## config.mk

```make
export PLATFORM = sky130hd
export DESIGN_NAME = ram8x32_rr_port_arbiter
export DESIGN_NICKNAME = d
export VERILOG_FILES = /design/src/rtl/ram8x32_rr_port_arbiter_pkg.sv /design/src/rtl/ram8x32_rr_port_arbiter_arb2.sv /design/src/rtl/ram8x32_rr_port_arbiter.sv
export SDC_FILE = /design/constraint.sdc
export NUM_CORES = 1
export LEC_CHECK = 0
export CAP_MARGIN = 20
export CORE_MARGIN = 10
export CORE_UTILIZATION = 30
export CTS_BUF_LIST = sky130_fd_sc_hd__clkbuf_4 sky130_fd_sc_hd__clkbuf_8
export DETAILED_ROUTE_END_ITERATION = 6
export GPL_ROUTABILITY_DRIVEN = 0
export GPL_TIMING_DRIVEN = 0
export PLACE_DENSITY = 0.65
export SETUP_SLACK_MARGIN = 0.5
export SYNTH_ARGS = -nofsm -noshare
export SYNTH_HDL_FRONTEND = slang
export SYNTH_SLANG_ARGS = --single-unit
```

## constraint.sdc

```tcl
create_clock -name CLK -period 1.7 [get_ports CLK]
set_input_delay 0.34 -clock CLK [delete_from_list [all_inputs] [get_ports CLK]]
set_output_delay 0.34 -clock CLK [all_outputs]
set_load 0.02 [all_outputs]
```

## src/rtl/ram8x32_rr_port_arbiter_pkg.sv

```systemverilog
// Shared types and defaults for the RAM8x32 round-robin port arbiter.
package ram8x32_rr_port_arbiter_pkg;

  localparam int unsigned DefAw = 3;
  localparam int unsigned DefDw = 32;

  typedef enum logic [0:0] {
    StInit,
    StRun
  } state_e;

  // Number of byte lanes for a given data width.
  function automatic int unsigned num_bytes(input int unsigned dw);
    return dw / 8;
  endfunction

endpackage

```

## src/rtl/ram8x32_rr_port_arbiter_arb2.sv

```systemverilog
// Two-way round-robin grant with a single-bit priority pointer.
module ram8x32_rr_port_arbiter_arb2 (
  input  logic       CLK,
  input  logic       RST_N,
  input  logic [1:0] req_i,
  output logic [1:0] gnt_o
);

  logic ptr_q, ptr_d;

  // Sole requester always wins; on contention the pointer picks the winner.
  always_comb begin
    gnt_o = 2'b00;
    case (req_i)
      2'b01:   gnt_o = 2'b01;
      2'b10:   gnt_o = 2'b10;
      2'b11:   gnt_o = ptr_q ? 2'b10 : 2'b01;
      default: gnt_o = 2'b00;
    endcase
  end

  // Last winner drops to low priority; no grant leaves the pointer alone.
  always_comb begin
    ptr_d = ptr_q;
    if (gnt_o[0]) begin
      ptr_d = 1'b1;
    end else if (gnt_o[1]) begin
      ptr_d = 1'b0;
    end
  end

  // Pointer register, synchronous active-low reset.
  always_ff @(posedge CLK) begin
    if (!RST_N) begin
      ptr_q <= 1'b0;
    end else begin
      ptr_q <= ptr_d;
    end
  end

endmodule

```

## src/rtl/ram8x32_rr_port_arbiter.sv

```systemverilog
// Shares one single-port RAM8x32 macro between two requesters: clears the array after
// reset, then arbitrates round-robin with one access per cycle and a 1-cycle response.
module ram8x32_rr_port_arbiter
  import ram8x32_rr_port_arbiter_pkg::*;
#(
  parameter int unsigned   AW         = DefAw,
  parameter int unsigned   DW         = DefDw,
  parameter bit            INIT_EN    = 1'b1,
  parameter logic [DW-1:0] INIT_VALUE = '0
) (
  input  logic                   CLK,
  input  logic                   RST_N,
  input  logic                   R0_VALID,
  output logic                   R0_READY,
  input  logic [DW/8-1:0]        R0_WE,
  input  logic [AW-1:0]          R0_A,
  input  logic [DW-1:0]          R0_DI,
  output logic                   R0_RVALID,
  output logic [DW-1:0]          R0_RDATA,
  input  logic                   R1_VALID,
  output logic                   R1_READY,
  input  logic [DW/8-1:0]        R1_WE,
  input  logic [AW-1:0]          R1_A,
  input  logic [DW-1:0]          R1_DI,
  output logic                   R1_RVALID,
  output logic [DW-1:0]          R1_RDATA,
  output logic                   BUSY_INIT,
  output logic                   RAM_EN,
  output logic [DW/8-1:0]        RAM_WE,
  output logic [AW-1:0]          RAM_A,
  output logic [DW-1:0]          RAM_DI,
  input  logic [DW-1:0]          RAM_DO
);

  localparam int unsigned NB = num_bytes(DW);

  state_e        state_q;
  logic [AW-1:0] cnt_q;
  logic          busy_q;
  logic [1:0]    tag_q;
  logic [AW-1:0] a_q;
  logic [DW-1:0] di_q;
  logic          run;
  logic [1:0]    req;
  logic [1:0]    gnt;

  // Grants only exist in RUN and never while reset is asserted.
  assign run = RST_N && (state_q == StRun);
  assign req = {R1_VALID, R0_VALID} & {2{run}};

  ram8x32_rr_port_arbiter_arb2 u_arb (
    .CLK   (CLK),
    .RST_N (RST_N),
    .req_i (req),
    .gnt_o (gnt)
  );

  assign R0_READY  = gnt[0];
  assign R1_READY  = gnt[1];
  assign BUSY_INIT = busy_q;

  // Clear-sequence FSM: walk every word once, then stay in RUN until reset.
  always_ff @(posedge CLK) begin
    if (!RST_N) begin
      state_q <= INIT_EN ? StInit : StRun;
      cnt_q   <= '0;
      busy_q  <= INIT_EN;
    end else if (state_q == StInit) begin
      if (cnt_q == '1) begin
        state_q <= StRun;
        cnt_q   <= '0;
        busy_q  <= 1'b0;
      end else begin
        cnt_q <= cnt_q + AW'(1);
      end
    end
  end

  // Macro mux: INIT pattern, else the granted requester; idle keeps A/DI steady.
  always_comb begin
    RAM_EN = 1'b0;
    RAM_WE = '0;
    RAM_A  = a_q;
    RAM_DI = di_q;
    if (RST_N) begin
      if (state_q == StInit) begin
        RAM_EN = 1'b1;
        RAM_WE = {NB{1'b1}};
        RAM_A  = cnt_q;
        RAM_DI = INIT_VALUE;
      end else if (gnt[0]) begin
        RAM_EN = 1'b1;
        RAM_WE = R0_WE;
        RAM_A  = R0_A;
        RAM_DI = R0_DI;
      end else if (gnt[1]) begin
        RAM_EN = 1'b1;
        RAM_WE = R1_WE;
        RAM_A  = R1_A;
        RAM_DI = R1_DI;
      end
    end
  end

  // Remember the last driven address/data so idle cycles do not toggle the macro pins.
  always_ff @(posedge CLK) begin
    if (!RST_N) begin
      a_q  <= '0;
      di_q <= '0;
    end else if (RAM_EN) begin
      a_q  <= RAM_A;
      di_q <= RAM_DI;
    end
  end

  // Response tag: which requester owns the macro output on the next cycle.
  always_ff @(posedge CLK) begin
    if (!RST_N) begin
      tag_q <= 2'b00;
    end else begin
      tag_q <= gnt;
    end
  end

  assign R0_RVALID = tag_q[0];
  assign R1_RVALID = tag_q[1];
  assign R0_RDATA  = RAM_DO;
  assign R1_RDATA  = RAM_DO;

endmodule

```

=== Word level (Yosys, flattened, before mapping) ===
Cells that the tools add are included.

* Register bits: 43
* Input bits: 114
* Output and inout bits: 109
* Logic and storage cells: 40

* Add/subtract/negate cells: 1
* Eq/ne operators: 4
* Muxes and demuxes: 23
* Bitwise operators: 2
* Reduce and logical (&&, ||, !) cells: 3

{| class="wikitable"
|+ Operator list
! kind !! count
|-
| 32-bit two-way mux || 4
|-
| 4-bit two-way mux || 4
|-
| 3-bit two-way mux || 5
|-
| 1-bit two-way mux || 8
|-
| 2-bit one-hot mux with 3 select lines || 1
|-
| 2-bit == test, second input constant || 2
|-
| 3-bit by 1-bit adder with 3-bit output, second input constant || 1
|-
| 3-bit == test, second input constant || 1
|-
| 2-bit AND || 1
|-
| 2-bit by 1-bit == test with 1-bit output, second input constant || 1
|-
| 2-bit two-way mux || 1
|-
| 2-bit AND reduction || 1
|-
| 2-bit nonzero test || 1
|-
| 1-bit logical AND || 1
|-
| 1-bit NOT || 1
|}

=== Longest topological paths before layout ===
* Depth after elaboration: 8
* Depth in mapped cells: 6
* Gate-level depth less buffers: 5

=== Hierarchy ===
From an unflattened synthesis, not the netlist that was laid out.

* Cells, all modules: 332
* Area total of the unflattened synthesis: 3,135.5 µm²

{| class="wikitable"
|+ By module, submodules not included
! module !! times used !! cells each !! area an instance (µm²) !! seq. area each (µm²)
|-
| ram8x32_rr_port_arbiter || 1 || 325 || 3,074.2 || 840.8
|-
| ram8x32_rr_port_arbiter_arb2 || 1 || 7 || 61.3 || 20.0
|}

=== Worst setup path before layout ===
No wires, ideal clock.

* Path type: input-to-output
* Start point: input port RST_N
* End point: output port RAM_DI[6]
* Arrival: 1.397 ns
* Required time: 1.360 ns
* Slack: -0.037 ns
* Cell stages on the path: 5
* Buffers on the path: 2
* Cells stage by stage: buf_4 > nand2_2 > buf_4 > o31ai_4 > a22oi_1

* Longest elaborated chain between the ends: 8
* Elaborated cells on any way between the ends: 10
* Those cells by class: eq/ne (3); mux (5); bitwise (1); reduce/logical (1)

{| class="wikitable"
|+ Ends and longest elaborated chain
! element !! line !! source
|-
| start: declaration || ram8x32_rr_port_arbiter.sv:12 || <nowiki>input logic RST_N,</nowiki>
|-
| 1-bit logical AND || ram8x32_rr_port_arbiter.sv:48 || <nowiki>assign run = RST_N && (state_q == StRun);</nowiki>
|-
| 2-bit AND || ram8x32_rr_port_arbiter.sv:49 || <nowiki>assign req = {R1_VALID, R0_VALID} & {2{run}};</nowiki>
|-
| 2-bit == test / 2-bit by 1-bit == test with 1-bit output (equally long branches) || ram8x32_rr_port_arbiter_arb2.sv:14 || <nowiki>case (req_i)</nowiki>
|-
| 2-bit one-hot mux with 3 select lines || ram8x32_rr_port_arbiter_arb2.sv:14 ||
|-
| 32-bit two-way mux || ram8x32_rr_port_arbiter.sv:96 || <nowiki>end else if (gnt[1]) begin</nowiki>
|-
| 32-bit two-way mux || ram8x32_rr_port_arbiter.sv:91 || <nowiki>end else if (gnt[0]) begin</nowiki>
|-
| 32-bit two-way mux || ram8x32_rr_port_arbiter.sv:86 || <nowiki>if (state_q == StInit) begin</nowiki>
|-
| 32-bit two-way mux * || ram8x32_rr_port_arbiter.sv:85 || <nowiki>if (RST_N) begin</nowiki>
|-
| end: declaration || ram8x32_rr_port_arbiter.sv:31 || <nowiki>output logic [DW-1:0] RAM_DI,</nowiki>
|}

Mark *: on every way between the ends. The rest lies on a longest branch, timed or not.

=== Final worst setup path ===
* Start point: input port RST_N
* End point: output port RAM_DI[14]

The elaborated chain is that of the path after synthesis.

==> impl_results.md <==
- Clk slew on worst S/H paths: about 0.08 ns
- Root Buffer: clkbuf_8
- Pleak: between 0.002 and 0.003 uW
- RSZ-0062 raised after global routing: yes
- CP peak stage delay: 0.56 ns
- Syn Std Cell Area: ~0.004 mm2
- Period Utilization, post-route: 1.17
- Final instance area: 0.00775 mm2
- R2R Setup Slk: roughly 0.040 ns
- Final ANT Viol Nets: 0
- Setup ws final: -0.294 ns
- Max VDD drop: about 0.00037 V
- Area grow syn2layout: 97.2%
- RR Startpoint: u_arb.ptr_q
- Cell Rows: between 40 and 50
- Clock Sinks: 43
- Num CTS Buffers: 5
- Worst path arrival time: roughly 1.7 ns
- Top FF cell, synth: dfxtp_1
- Post-DP HPWL: between 10000 and 15000 um
- Hold-fix buffers, CTS: 0
- Largest net degree at the start of global routing: 13
- Post-synthesis cell count: 472
- Setup Skew: between 0.004 and 0.005 ns
- Total Wirelength: around 17000 um
- WL/cell: 19.2 um
- Largest area contributor in the netlist: dfxtp_1
- DRT Pass-1 Iters: 4
- Crit Path Category: in -> out
- CP Launch Point: RST_N
- Most used cell, CP: buf_6
- Share of layout cells above drive strength 1: 0.510
- Worst slew pin tran: a little over 0.8 ns
- Synthesized net count: between 500 and 600
- Top cells by area, synth: dfxtp_1, buf_4, o31ai_4
- Global-route wire length before repair: approximately 25000 um
- Worst-Skew Late Latency: between 0.2 and 0.3 ns
- Reg2Reg Depth: 10
- Power per standard cell area: 427 mW/mm2
- Crit-path slowest cell: clkbuf_1
- Min-delay worst type: reg -> reg
- Post-synth EDFFs: 0
- Synth cell types: 37
- YS warnings: 0
- CP endpoint kind: output port
- Initial core utilization: 0.309
- GRT Resource Usage Total: 0.170
- TritonCTS clock tree: done
- Status: finished, violations left
- CTS max path bufs: 2
- Total number of vias: approximately 4400
- IO buf count: 188
- Vias/cell: approximately 5.0
- Die X: around 130 um
- Dpl ws: -1.16 ns
- Initial antenna violation count: 0
- Post-layout nets: between 800 and 900
- Remaining DRCs: 0
- Critical Path RT: between 1 and 1.5 ns
- Startpoint Class: input pin
- RR Endpoint: di_q[7]
- Violated checks: negative setup slack
- Worst setup path endpoint: RAM_DI[14]
- Fmax: between 500 and 600 MHz
- Setup violators final: between 40 and 50
- Dpl cell area: about 0.0064 mm2
- DRT iter0 DRCs: approximately 190
- Hold slack: around 0.47 ns
- Share of Yosys cell area claimed by the top area cell type: 0.219
- Worst-path cell chain: buf_6 > clkbuf_1 > o21ai_0 > a22oi_2 > buf_6
- Ant diodes: 0
- Total grt overflow: 0
- Max-cap violations: 0
- Maximum fanout along the worst path: 10
- Register area share after synthesis: 0.219
- Layout Utilization: 0.609
- Die Y-Extent: 134 um
- Synth Register Bits: 43
- Min Tclk post-route: around 2.0 ns
- Core Area: 0.0127 mm2
- Ys async rst share: 0
- Die area: ~0.018 mm2
- Synth Area per Inst: around 8.3 um2
- Max Slew Vio Count: 0
- Total negative setup slack: -9.02 ns
- # IOs: about 220
- Final Hold Fails: 0
- Slew HR: 0.464
- CTS H-tree depth: 2
- Vias in the first global route: about 4800
==> worst min-delay path by stage <==
| stage | to | slack [ns] | cells past startpoint | start |
|---|---|---|---|---|
| global placement | BUSY_INIT | 0.45 | 2 | BUSY_INIT |
| CTS | u_arb.ptr_q | 0.44 | 3 | R0_VALID |
| finish | BUSY_INIT | 0.47 | 2 | BUSY_INIT |
| detailed placement | BUSY_INIT | 0.46 | 2 | BUSY_INIT |
| global route | di_q[12] | 0.49 | 2 | di_q[12] |
| floorplan | di_q[26] | 0.46 | 2 | di_q[26] |
==> power by group <==
group          total (uW)  switching, uW  internal [uW]
Clock                 748            360            388
Combinational        1540            740            795
Sequential           1030           10.8           1020
Total                3310           1110           2200
==> critical path: cells and delay by family <==
kind | cells | cell delay [ns]
buf+inv | 3 | 0.85
compound gates | 2 | 0.45
==> cell type report <==
cell class,instances,area (um2)
buffer,110,1050
multi-input combinational,313,2980
tap,172,215
clock buffer,8,104
fill,1083,4970
sequential,43,870
timing repair buffer,228,2500
inverter,6,23.8
==> Yosys cell counts (4+ instances only) <==
library cell    n
o21ai_0       100
buf_4          71
dfxtp_1        43
nor2_1         43
and2_1         33
a21oi_1        28
o31ai_4        24
a22oi_1        20
buf_2          14
clkbuf_1       14
a22oi_2        12
a21oi_2         8
buf_6           7
nand2_1         7
inv_1           4
o31ai_1         4
o31ai_2         4
==> sequential cells by signal (all words and copies together) (netlist names) <==
name         count
u_arb.ptr_q      1
di_q            32
state_q          1
a_q              3
BUSY_INIT        1
tag_q            2
cnt_q            3
==> through the flow <==
step,power (uW),cells
6_report,3310,880
5_1_grt,3460,880
4_1_cts,3250,866
3_5_place_dp,2310,832
3_3_place_gp,2290,832
2_1_floorplan,1740,472
==> routing by layer <==
layer	GRT usage	routed length [um]	up-vias
met5	0	0	-
met4	0.0435	151	0
met3	0.0553	1410	13
met2	0.301	8650	173
met1	0.191	6680	2137
li1	-	-	2120
==> placed cells by master, fill, tap and decap left out, types with 20 or more instances in the layout <==
master	count
clkdlybuf4s50_1	78
buf_4	72
dlygate4sd2_1	64
buf_6	62
dfxtp_1	40
o21ai_1	37
o21ai_0	35
o31ai_4	32
and2_1	32
a22oi_2	32
o21ai_2	24
nor2_4	24
a21oi_2	20
==> what timing repair did <==
action                                  in CTS  in global routing
endpoints found under the setup margin     148                 76
gates cloned                                10                  3
buffers inserted                            16                 11
gates resized for setup                    491                 67
pin swaps                                   38                 38
==> kinds of logic (layout without fill, tap and decap cells) <==
group | after synthesis | in the layout | synth area share
AND/OR/NAND/NOR | 96 | 96 | 0.121
flip-flops | 43 | 43 | 0.219
buffers and inverters | 116 | 352 | 0.209
multiplexers | 2 | 2 | 0.00510
adder cells (fa/ha/maj) | 2 | 2 | 0.00637
AO/OA/AOI/OAI | 213 | 213 | 0.439
Note: power is estimated with default switching activity, not from simulation.
